--- config.mk ---
export PLATFORM = sky130hd
export DESIGN_NAME = id_exe_stage_reg
export DESIGN_NICKNAME = d
export VERILOG_FILES = /design/src/rtl/cpu_pkg.sv /design/src/rtl/load_use_detect.sv /design/src/rtl/id_exe_stage_reg.sv
export SDC_FILE = /design/constraint.sdc
export NUM_CORES = 1
export LEC_CHECK = 0
export CAP_MARGIN = 20
export CORE_ASPECT_RATIO = 0.7
export CORE_MARGIN = 3
export CORE_UTILIZATION = 45
export DETAILED_ROUTE_END_ITERATION = 8
export GPL_TIMING_DRIVEN = 0
export HOLD_SLACK_MARGIN = 0.02
export PLACE_DENSITY = 0.81
export SKIP_CTS_REPAIR_TIMING = 1
export SYNTH_ARGS = -nofsm -noshare
export SYNTH_HDL_FRONTEND = slang
export SYNTH_SLANG_ARGS = --single-unit
--- constraint.sdc ---
create_clock -name clk -period 3.7 [get_ports clk]
set_clock_uncertainty 0.2 [all_clocks]
set_input_delay 1.11 -clock clk [delete_from_list [all_inputs] [get_ports clk]]
set_output_delay 1.11 -clock clk [all_outputs]
set_load 0.05 [all_outputs]
--- src/rtl/cpu_pkg.sv ---
// cpu_pkg: shared pipeline constants, ID/EXE control struct and the source-match helper.
package cpu_pkg;
    localparam int DATA_W = 32;
    localparam int RIDX_W = 5;
    localparam int CMD_W  = 4;
    localparam int SHOP_W = 12;

    localparam logic [CMD_W-1:0] EXE_CMD_MOV = 4'b0001;
    localparam logic [CMD_W-1:0] EXE_CMD_MVN = 4'b1001;
    localparam logic [CMD_W-1:0] EXE_CMD_ADD = 4'b0010;
    localparam logic [CMD_W-1:0] EXE_CMD_ADC = 4'b0011;
    localparam logic [CMD_W-1:0] EXE_CMD_SUB = 4'b0100;
    localparam logic [CMD_W-1:0] EXE_CMD_SBC = 4'b0101;
    localparam logic [CMD_W-1:0] EXE_CMD_AND = 4'b0110;
    localparam logic [CMD_W-1:0] EXE_CMD_ORR = 4'b0111;
    localparam logic [CMD_W-1:0] EXE_CMD_EOR = 4'b1000;

    typedef struct packed {
        logic             valid;
        logic             wb_en;
        logic             mem_r_en;
        logic             mem_w_en;
        logic             b;
        logic             s;
        logic [CMD_W-1:0] exe_cmd;
    } id_exe_ctrl_t;

    localparam id_exe_ctrl_t ID_EXE_BUBBLE = '0;

    // r0 is hardwired, so a producer targeting index 0 never creates a dependency
    function automatic logic src_match(input logic [RIDX_W-1:0] dest, src1, src2, st_src,
                                       input logic two_src, st_en);
        return (dest != '0) && (dest == src1 || (two_src && dest == src2) || (st_en && dest == st_src));
    endfunction
endpackage

--- src/rtl/load_use_detect.sv ---
// load_use_detect: combinational RAW hazard detection for the ID instruction against EXE and MEM.
module load_use_detect
    import cpu_pkg::*;
(
    input  logic              forward_en,
    input  logic              exe_valid,
    input  logic              exe_mem_r_en,
    input  logic              exe_wb_en,
    input  logic [RIDX_W-1:0] exe_dest,
    input  logic              mem_wb_en,
    input  logic [RIDX_W-1:0] mem_dest,
    input  logic [RIDX_W-1:0] id_src1,
    input  logic [RIDX_W-1:0] id_src2,
    input  logic [RIDX_W-1:0] id_st_src,
    input  logic              id_is_two_source,
    input  logic              id_mem_w_en,
    output logic              hazard_raw
);
    logic exe_m, mem_m;

    assign exe_m = src_match(exe_dest, id_src1, id_src2, id_st_src, id_is_two_source, id_mem_w_en);
    assign mem_m = src_match(mem_dest, id_src1, id_src2, id_st_src, id_is_two_source, id_mem_w_en);
    // without forwarding every in-flight writer blocks; with it only a load in EXE does
    assign hazard_raw = (exe_valid & exe_m & (exe_mem_r_en | (~forward_en & exe_wb_en)))
                      | (~forward_en & mem_wb_en & mem_m);
endmodule

--- src/rtl/id_exe_stage_reg.sv ---
// id_exe_stage_reg: ID->EXE pipeline register with freeze/flush/load-use bubble priority
// and a saturating bubble counter.
module id_exe_stage_reg
    import cpu_pkg::*;
#(
    parameter int DATA_W = cpu_pkg::DATA_W,
    parameter int RIDX_W = cpu_pkg::RIDX_W,
    parameter int CMD_W  = cpu_pkg::CMD_W,
    parameter int SHOP_W = cpu_pkg::SHOP_W,
    parameter int CNT_W  = 32
) (
    input  logic              clk,
    input  logic              rst_n,
    input  logic              freeze,
    input  logic              flush,
    input  logic              forward_en,
    input  logic              id_valid,
    input  logic [DATA_W-1:0] id_pc,
    input  logic [DATA_W-1:0] id_val_rn,
    input  logic [DATA_W-1:0] id_val_rm,
    input  logic [RIDX_W-1:0] id_src1,
    input  logic [RIDX_W-1:0] id_src2,
    input  logic [RIDX_W-1:0] id_st_src,
    input  logic [RIDX_W-1:0] id_dest,
    input  logic [CMD_W-1:0]  id_exe_cmd,
    input  logic              id_mem_r_en,
    input  logic              id_mem_w_en,
    input  logic              id_wb_en,
    input  logic              id_b,
    input  logic              id_s,
    input  logic              id_imm,
    input  logic [SHOP_W-1:0] id_shift_operand,
    input  logic              id_is_two_source,
    input  logic [3:0]        id_status,
    input  logic [RIDX_W-1:0] mem_dest,
    input  logic              mem_wb_en,
    output logic              exe_valid,
    output logic [DATA_W-1:0] exe_pc,
    output logic [DATA_W-1:0] exe_val_rn,
    output logic [DATA_W-1:0] exe_val_rm,
    output logic [RIDX_W-1:0] exe_src1,
    output logic [RIDX_W-1:0] exe_src2,
    output logic [RIDX_W-1:0] exe_st_src,
    output logic [RIDX_W-1:0] exe_dest,
    output logic [CMD_W-1:0]  exe_exe_cmd,
    output logic              exe_mem_r_en,
    output logic              exe_mem_w_en,
    output logic              exe_wb_en,
    output logic              exe_b,
    output logic              exe_s,
    output logic              exe_imm,
    output logic [SHOP_W-1:0] exe_shift_operand,
    output logic              exe_is_two_source,
    output logic [3:0]        exe_status,
    output logic              hazard_stall,
    output logic [CNT_W-1:0]  bubble_cnt
);
    id_exe_ctrl_t      ctrl_d, ctrl_q;
    logic [DATA_W-1:0] pc_d, pc_q, rn_d, rn_q, rm_d, rm_q;
    logic [RIDX_W-1:0] src1_d, src1_q, src2_d, src2_q, st_d, st_q, dest_d, dest_q;
    logic [SHOP_W-1:0] shop_d, shop_q;
    logic              imm_d, imm_q, two_d, two_q;
    logic [3:0]        status_d, status_q;
    logic [CNT_W-1:0]  cnt_d, cnt_q;
    logic              hazard_raw, kill;

    load_use_detect u_lud (
        .forward_en       (forward_en),
        .exe_valid        (ctrl_q.valid),
        .exe_mem_r_en     (ctrl_q.mem_r_en),
        .exe_wb_en        (ctrl_q.wb_en),
        .exe_dest         (dest_q),
        .mem_wb_en        (mem_wb_en),
        .mem_dest         (mem_dest),
        .id_src1          (id_src1),
        .id_src2          (id_src2),
        .id_st_src        (id_st_src),
        .id_is_two_source (id_is_two_source),
        .id_mem_w_en      (id_mem_w_en),
        .hazard_raw       (hazard_raw)
    );

    // flush outranks the hazard, so a flushed instruction never counts a bubble
    assign hazard_stall = id_valid & ~flush & hazard_raw;
    assign kill         = flush | hazard_stall;

    always_comb begin
        ctrl_d   = kill ? ID_EXE_BUBBLE : '{valid: id_valid, wb_en: id_wb_en, mem_r_en: id_mem_r_en,
                                            mem_w_en: id_mem_w_en, b: id_b, s: id_s, exe_cmd: id_exe_cmd};
        pc_d     = kill ? '0 : id_pc;
        rn_d     = kill ? '0 : id_val_rn;
        rm_d     = kill ? '0 : id_val_rm;
        src1_d   = kill ? '0 : id_src1;
        src2_d   = kill ? '0 : id_src2;
        st_d     = kill ? '0 : id_st_src;
        dest_d   = kill ? '0 : id_dest;
        shop_d   = kill ? '0 : id_shift_operand;
        imm_d    = kill ? 1'b0 : id_imm;
        two_d    = kill ? 1'b0 : id_is_two_source;
        status_d = kill ? '0 : id_status;
        cnt_d    = (hazard_stall && !(&cnt_q)) ? cnt_q + 1'b1 : cnt_q;
    end

    always_ff @(posedge clk or negedge rst_n) begin
        if (!rst_n) begin
            ctrl_q   <= ID_EXE_BUBBLE;
            pc_q     <= '0;
            rn_q     <= '0;
            rm_q     <= '0;
            src1_q   <= '0;
            src2_q   <= '0;
            st_q     <= '0;
            dest_q   <= '0;
            shop_q   <= '0;
            imm_q    <= 1'b0;
            two_q    <= 1'b0;
            status_q <= '0;
            cnt_q    <= '0;
        end else if (!freeze) begin
            ctrl_q   <= ctrl_d;
            pc_q     <= pc_d;
            rn_q     <= rn_d;
            rm_q     <= rm_d;
            src1_q   <= src1_d;
            src2_q   <= src2_d;
            st_q     <= st_d;
            dest_q   <= dest_d;
            shop_q   <= shop_d;
            imm_q    <= imm_d;
            two_q    <= two_d;
            status_q <= status_d;
            cnt_q    <= cnt_d;
        end
    end

    assign exe_valid         = ctrl_q.valid;
    assign exe_wb_en         = ctrl_q.wb_en;
    assign exe_mem_r_en      = ctrl_q.mem_r_en;
    assign exe_mem_w_en      = ctrl_q.mem_w_en;
    assign exe_b             = ctrl_q.b;
    assign exe_s             = ctrl_q.s;
    assign exe_exe_cmd       = ctrl_q.exe_cmd;
    assign exe_pc            = pc_q;
    assign exe_val_rn        = rn_q;
    assign exe_val_rm        = rm_q;
    assign exe_src1          = src1_q;
    assign exe_src2          = src2_q;
    assign exe_st_src        = st_q;
    assign exe_dest          = dest_q;
    assign exe_shift_operand = shop_q;
    assign exe_imm           = imm_q;
    assign exe_is_two_source = two_q;
    assign exe_status        = status_q;
    assign bubble_cnt        = cnt_q;
endmodule

==> summary.md, run 1 <==
| Metric | Value |
|---|---|
| Top-Level Pins | `332` |
| RePlAce Congestion | `roughly 0.9` |
| Syn_nets | `between 900 and 1000` |
| Crit path kind | `in -> out` |
| Period utilisation layout | `105%` |
| PnR worst setup slack | `-0.173 ns` |
| Hold Path Class | `reg -> reg` |
| Post-route setup TNS | `-0.173 ns` |
| DR vias | `around 7500` |
| Cell internal pwr | `3.62 mW` |
| Initial drt markers | `around 540` |
| CP arrival | `2.56 ns` |
| Number of synthesized register bits | `between 150 and 200` |
| Core Region | `around 19000 um^2` |
| Min-Delay Path Depth | `2` |
| Max Cap Viol | `0` |
| CP Capture Type | `output pin` |
| Detail Route Antenna Nets | `0` |
| FF-to-FF End | `bubble_cnt[1]$_DFFE_PN0P_` |
| Final Critical Period | `between 3 and 4 ns` |
| Post-synthesis sequential area ratio | `just under 50%` |
| CTS clk-pin slew, worst paths | `0.07 ns` |
| Non-Filler Instances | `around 1500` |
| Sequential cell area | `about 4400 um^2` |
| Worst slew margin | `~46%` |
| Combinational Power Share | `a little over a quarter` |
| Die Wd | `about 180 um` |
| CTS buffer count | `17` |
| Vias/cell | `between 5 and 6` |
| Die Area | `roughly 22000 um^2` |
| Pin count of the biggest net entering global routing | `102` |
| Grt ovf | `0` |
| Hold wc startpoint | `exe_pc[5]$_DFFE_PN0N_` |
| Starting density of the core | `a little under half` |
| P_sw | `~1.8 mW` |
| Clock Latency Late Sink | `about 0.43 ns` |
| Design Power | `5.42 mW` |
| DP Wirelength | `approximately 21 mm` |
| Initial antenna violation count | `2` |
| Most used cell, CP | `buf_8` |
| Worst VDD drop | `between 200 and 300 uV` |
| Filler Cells Inserted | `1398` |
| Routed wire length per instance | `between 15 and 20 um` |
| First-pass DRT Iterations | `5` |
| Status | `finished with violations` |
| R2r setup slk | `~0.67 ns` |
| Drc violations | `0` |
| H-tree depth | `4` |
| Syn avg cell area | `around 11 um^2` |
| GRT Total Usage | `between 20 and 30%` |
| Post-Route WL | `roughly 28 mm` |
| Clock sink count | `~180` |
| Slew Viols, Final | `0` |
| Placement Rows | `42` |
| Netlist Area Pre-Place | `approximately 9000 um^2` |
| Net Sw Frac | `between 30% and 40%` |
| Final Hold Vio Count | `0` |
| Area growth from synthesis to layout | `50.4%` |
| FMAX | `about 260 MHz` |
| Critical-path maximum fanout | `6` |
| Area of the multi-input gates | `roughly 3900 um^2` |
| Worst-path cell chain | `buf_8 -> or4_4 -> o21ai_4 -> a31oi_4 -> o21ai_2 -> buf_6 -> clkinvlp_4 -> buf_8` |
| Synth unique cells | `39` |
| Commonest non-fill, non-tap cell in the layout | `clkdlybuf4s50_1` |
| Worst setup SP type | `input port` |
| PortBufs | `between 300 and 400` |
| Commonest cells after routing, fill and taps aside | `clkdlybuf4s50_1, dfrtp_1, nand2_1` |
| Die Y | `around 120 um` |
| TritonCTS clock tree | `done` |
| Power per Cell Area | `398 nW/um^2` |
| Synthesis Warnings | `0` |
| Vias in the first global route | `a little under 8000` |
| Cells after Synth | `roughly 830` |
| Util after Layout | `a little over two thirds` |
| Placed cell count | `1430` |
| Root buffer cell | `clkbuf_16` |
| Max incr delay on CP | `between 0.5 and 0.6 ns` |
| RSZ-0062 raised after global routing | `true` |
| Worst Hold End | `exe_pc[5]$_DFFE_PN0N_` |
| Max clock buf depth | `2` |
| Pre-CTS setup slack | `-1.49 ns` |
| Slowest cell on the critical path | `or4_4` |
| Ant. Diodes | `0` |
| Worst R2R Start | `exe_dest[0]$_DFFE_PN0N_` |
| Worst R2R Path Depth | `8` |
| Final setup viols | `1` |
| Clock network fraction of design power | `between 30% and 40%` |
| Leakage power | `~6.2 nW` |
| First-pass GRT wire length | `43.8 mm` |
| NumNets Final | `~1400` |
| Slew @ Worst Pin | `around 0.81 ns` |
| Critical path data required time | `around 2.4 ns` |
| Violations in the final reports | `negative setup slack` |
| Seq pwr share | `39.4%` |
| Layout cells sized above 1 | `14.3%` |
critical path: cells and delay by family:
kind / cells / cell delay (ns)
and+or+nand+nor: 1 / 0.54
AOI/OAI and AO/OA: 3 / 0.41
buffers and inverters: 4 / 0.50
Yosys cell counts, drive strengths merged:
library cell | n | area, um^2
or3 | 1 | 6.26
nand2b | 3 | 18.8
nor4b | 3 | 32.5
nand4b | 1 | 8.76
xor2 | 50 | 438
nor4 | 13 | 113
dfrtp | 176 | 4400
a21oi | 1 | 5.00
nor3 | 14 | 70.1
a31oi | 2 | 18.8
nor3b | 4 | 30.0
or4 | 2 | 15.0
o221ai | 1 | 15.0
and4b | 1 | 10.0
xnor2 | 11 | 96.3
o41ai | 1 | 8.76
o31ai | 143 | 2040
and4 | 5 | 43.8
nand3 | 19 | 95.1
nand4 | 6 | 37.5
nor2b | 3 | 18.8
and2 | 1 | 6.26
and3 | 1 | 6.26
inv | 146 | 548
nand2 | 155 | 582
clkbuf | 34 | 128
buf | 19 | 174
mux2 | 1 | 11.3
ha | 1 | 12.5
o21ai | 4 | 20.0
nor2 | 9 | 33.8
state kept, by name, indices dropped and copies added, names as in the netlist:
register and flops:
exe_exe_cmd 4, exe_b 1, exe_imm 1, exe_status 4
exe_src2 5, bubble_cnt 32, exe_valid 1, exe_mem_w_en 1
exe_mem_r_en 1, exe_st_src 5, exe_val_rn 32, exe_dest 5
exe_val_rm 32, exe_shift_operand 12, exe_is_two_source 1, exe_src1 5
exe_s 1, exe_wb_en 1, exe_pc 32
power groups by stage:
| stage | Clock, mW | Sequential, mW | Combinational (mW) |
|---|---|---|---|
| final | 1.85 | 2.14 | 1.43 |
| after global routing | 1.95 | 2.15 | 1.51 |
| after CTS | 1.87 | 2.14 | 1.43 |
| after detailed placement | 0 | 2.17 | 1.43 |
| after global placement | 0 | 2.17 | 1.40 |
| after floorplan | 0 | 2.61 | 0.383 |
per-stage QoR:
step	cell area [um^2]	hold WS [ns]
6_report	13600	0.284
5_1_grt	13600	0.309
4_1_cts	13400	0.286
3_5_place_dp	12800	0.268
3_3_place_gp	12700	0.262
2_1_floorplan	9050	0.575
per-layer routing:
metal	share of wire, %	vias up	global-route usage [%]
li1	-	3499	-
met1	41	3703	33.1
met2	49	297	42.0
met3	9.2	29	9.29
met4	1.1	4	4.79
met5	0.10	-	0
logic make-up after synthesis:
kind of cell	after synthesis	share of synthesized area, %
multiplexers	1	0.125
adder cells (fa/ha/maj)	1	0.138
flip-flops	176	48.7
AO/OA/AOI/OAI	152	23.3
buffers and inverters	199	9.39
AND/OR/NAND/NOR	241	12.5
XOR/XNOR	61	5.91
how the worst max path moves through the flow:
stage                      startpoint                          to  slack, ns  cells after the start
after floorplan           mem_dest[0]                hazard_stall      -0.07                      6
after global placement          rst_n  exe_val_rn[29]$_DFFE_PN0N_      -6.09                      1
after detailed placement  mem_dest[1]                hazard_stall      -1.49                      9
after CTS                 mem_dest[1]                hazard_stall      -1.50                      9
after global routing       id_src2[3]                hazard_stall      -0.24                      9
final                     mem_dest[4]                hazard_stall      -0.17                      8
area by class of cell:
cell class              count  share of cell area [%]
plain buffers              53                    2.24
clock buffers              20                    3.28
clock inverters            12                    1.09
inverters                 146                    4.06
multi-input cells         456                    28.4
flip-flops and latches    176                    32.4
well taps                 264                    2.43
repair buffers            351                    26.1
No activity file was read; power rests on OpenSTA's default activity.
==> inputs of run 2 (changes only) <==
--- a/config.mk
+++ b/config.mk
@@ -8,12 +8,14 @@
 export CAP_MARGIN = 20
 export CORE_ASPECT_RATIO = 0.7
 export CORE_MARGIN = 3
-export CORE_UTILIZATION = 45
+export CORE_UTILIZATION = 41
 export DETAILED_ROUTE_END_ITERATION = 8
 export GPL_TIMING_DRIVEN = 0
 export HOLD_SLACK_MARGIN = 0.02
-export PLACE_DENSITY = 0.81
+export PLACE_DENSITY = 0.8
+export REMOVE_ABC_BUFFERS = 1
 export SKIP_CTS_REPAIR_TIMING = 1
 export SYNTH_ARGS = -nofsm -noshare
 export SYNTH_HDL_FRONTEND = slang
+export SYNTH_HIERARCHICAL = 1
 export SYNTH_SLANG_ARGS = --single-unit
==> run 2 against run 1 <==
The run still ends with negative setup slack left. Critical path depth is 1 higher. Cell area is 17% lower. Cell count is 26% lower. Sequential power hardly changed. Synthesized area is 23% lower. Total power is 6.9% lower. Worst setup slack worse by 0.11 ns. Via count is 21% lower. Fmax is 2.7% lower. Utilization is 2.0 points lower. Count of clock-buffer cells in the layout is 2 lower. Register-to-register slack worse by 0.45 ns. Critical path type unchanged. Critical endpoint unchanged.
==> summary.md, run 2 <==
| Metric | Value |
|---|---|
| Largest family of logic cells by synthesized area | `compound AO/OA/AOI/OAI gates` |
| Power per Cell Area | `445 nW/um^2` |
| Hold wc startpoint | `exe_pc[22]$_DFFE_PN0N_` |
| Adder-Cell Fraction of Synth Area | `less than 1%` |
| Critical-path maximum fanout | `4` |
| Clock sink count | `176` |
| Area contributors post-synth | `dfrtp_1, a22o_1, xor2_1` |
| EDFF count, synth | `0` |
| Critical Path Source | `id_st_src[1]` |
| Final Hold Vio Count | `0` |
| Post-synth top area share | `between 60% and 70%` |
| Period utilisation layout | `108%` |
| Syn avg cell area | `between 10 and 15 um^2` |
| Core Region | `approximately 17000 um^2` |
| Routed wire length per instance | `20.7 um` |
| Cells after Synth | `526` |
| Post-synthesis compound-gate area fraction | `around 20%` |
| DR vias | `5955` |
| Filler Cells Inserted | `1162` |
| Slew @ Worst Pin | `a little over 0.9 ns` |
| Final Critical Period | `3.98 ns` |
| Vias in the first global route | `just over 6000` |
| Initial drt markers | `roughly 450` |
| NumNets Final | `between 1000 and 1500` |
| Pin count of the biggest net entering global routing | `103` |
| Hold Path Class | `reg -> reg` |
| Design Power | `between 5 and 6 mW` |
| Vias/cell | `about 5.4` |
| Die Area | `roughly 19000 um^2` |
| Violations in the final reports | `negative setup slack` |
| Ys async rst share | `100%` |
| RePlAce Congestion | `~0.9` |
| Number of synthesized register bits | `176` |
| DP Wirelength | `roughly 17 mm` |
| Simple-gate share of the synthesized area | `8.04%` |
| Post-Route WL | `between 20 and 25 mm` |
| Top-Level Pins | `332` |
| Synthesis Warnings | `6` |
| FMAX | `roughly 250 MHz` |
| Critical path data required time | `between 2 and 2.5 ns` |
| Most frequent cell after synthesis | `dfrtp_1` |
| Drc violations | `0` |
| Post-route setup TNS | `-0.279 ns` |
| Initial antenna violation count | `0` |
| Synth Flop Type | `dfrtp_1` |
| Worst VDD drop | `roughly 340 uV` |
| First-pass GRT wire length | `~35 mm` |
| CP arrival | `2.67 ns` |
| H-tree depth | `4` |
| PortBufs | `approximately 330` |
| Area growth from synthesis to layout | `61.7%` |
| RSZ-0062 raised after global routing | `true` |
| Final setup viols | `1` |
| Post-synthesis mux area share | `0.357%` |
| Worst setup SP type | `input port` |
| Die Wd | `around 160 um` |
| Commonest non-fill, non-tap cell in the layout | `clkdlybuf4s50_1` |
| Grt ovf | `0` |
| CTS clk-pin slew, worst paths | `approximately 0.06 ns` |
| Worst hold slack | `between 0.3 and 0.4 ns` |
| CTS buffer count | `17` |
| Post-synthesis sequential area ratio | `between 60% and 70%` |
| Commonest cells after routing, fill and taps aside | `clkdlybuf4s50_1, dfrtp_1, a22o_1` |
| First-pass DRT Iterations | `5` |
| Max clock buf depth | `2` |
| Worst slew margin | `between 30% and 40%` |
| Placement Rows | `39` |
| Root buffer cell | `clkbuf_16` |
| Starting density of the core | `between 40 and 50%` |
| Slew Viols, Final | `0` |
| GRT Total Usage | `a little under a quarter` |
| Xor/xnor share of the synthesized area | `about 7%` |
| CP Capture Type | `output pin` |
| Max Cap Viol | `0` |
| Crit path kind | `in -> out` |
| Clock Latency Late Sink | `approximately 0.42 ns` |
| Ant. Diodes | `0` |
| Worst R2R Start | `exe_dest[2]$_DFFE_PN0N_` |
| Status | `finished with violations` |
| Leakage power | `5.04 nW` |
| Layout cells sized above 1 | `between 10 and 15%` |
| Detail Route Antenna Nets | `0` |
| TritonCTS clock tree | `done` |
| PnR worst setup slack | `-0.279 ns` |
| Synth area leader | `dfrtp_1` |
| Netlist Area Pre-Place | `7010 um^2` |
| Commonest cells post-synth | `dfrtp_1, a22o_1, xor2_1` |
| Synth unique cells | `44` |
| Die Y | `around 120 um` |
## run 2: changes by cell type after synthesis, moves of 13 or more
cell     delta
a22o_1    +144
xnor2_1    +13
o31ai_1    -72
nand2_1   -145
inv_1     -145
xor2_1     -19
o31ai_4    -69
## run 2: worst paths after layout
kind | depth (start not counted) | end | slack (ns)
worst max-delay path | 9 | hazard_stall | -0.28
worst min-delay path | 1 | exe_pc[22]$_DFFE_PN0N_ | 0.31
worst max register to register | 11 | bubble_cnt[27]$_DFFE_PN0P_ | 0.22
worst min register to register | 1 | exe_pc[22]$_DFFE_PN0N_ | 0.31
max in group asynchronous | 2 | exe_shift_operand[2]$_DFFE_PN0N_ | 1.94
min in group asynchronous | 1 | exe_pc[26]$_DFFE_PN0N_ | 0.50
## run 2: worst max-delay path, stage by stage
cell and delay, ns:
buf_4 0.14, xor2_1 0.16, nor4_2 0.29, nand3_1 0.15
a31oi_1 0.20, a41o_1 0.24, nand2_2 0.08, nor2_2 0.12
buf_6 0.17
## run 2: per-stage QoR
stage,area (um^2),utilization [%],setup slack (ns),cells
2_1_floorplan,6890,-,-6.76,494
3_3_place_gp,10500,63.4,-15.07,1050
3_5_place_dp,10700,64.5,-1.29,1059
4_1_cts,11200,67.8,-1.30,1091
5_1_grt,11300,68.5,-0.329,1099
6_report,11300,68.5,-0.279,1099
## run 2: power breakdown
part / switching [mW] / internal [mW]
Clock: 0.820 / 0.887
Sequential: 0.0890 / 2.05
Combinational: 0.717 / 0.486
## run 2: cell type report
class                   count  area (um^2)  area share (%)
clock buffers              18          429            3.79
multi-input cells         317         2560            22.6
inverters                   1         3.75          0.0331
well taps                 225          282            2.48
clock inverters            14          124            1.09
repair buffers            348         3520            31.1
flip-flops and latches    176         4400            38.9
## run 2: cells by family (layout without fill, tap and decap cells)
| logic type | count (synthesis) | after routing |
|---|---|---|
| DFF | 176 | 176 |
| AOI/OAI and AO/OA | 162 | 162 |
| and+or+nand+nor | 97 | 97 |
| xor gates and xnor gates | 55 | 55 |
| buffers and inverters | 33 | 381 |
| muxes | 2 | 2 |
| adders and majority gates | 1 | 1 |
## run 2: metal layers
layer  GRT usage (%)  share of wire (%)
met5               0                  0
met4            7.90                2.5
met3            8.43                8.6
met2            39.1                 49
met1            29.4                 40
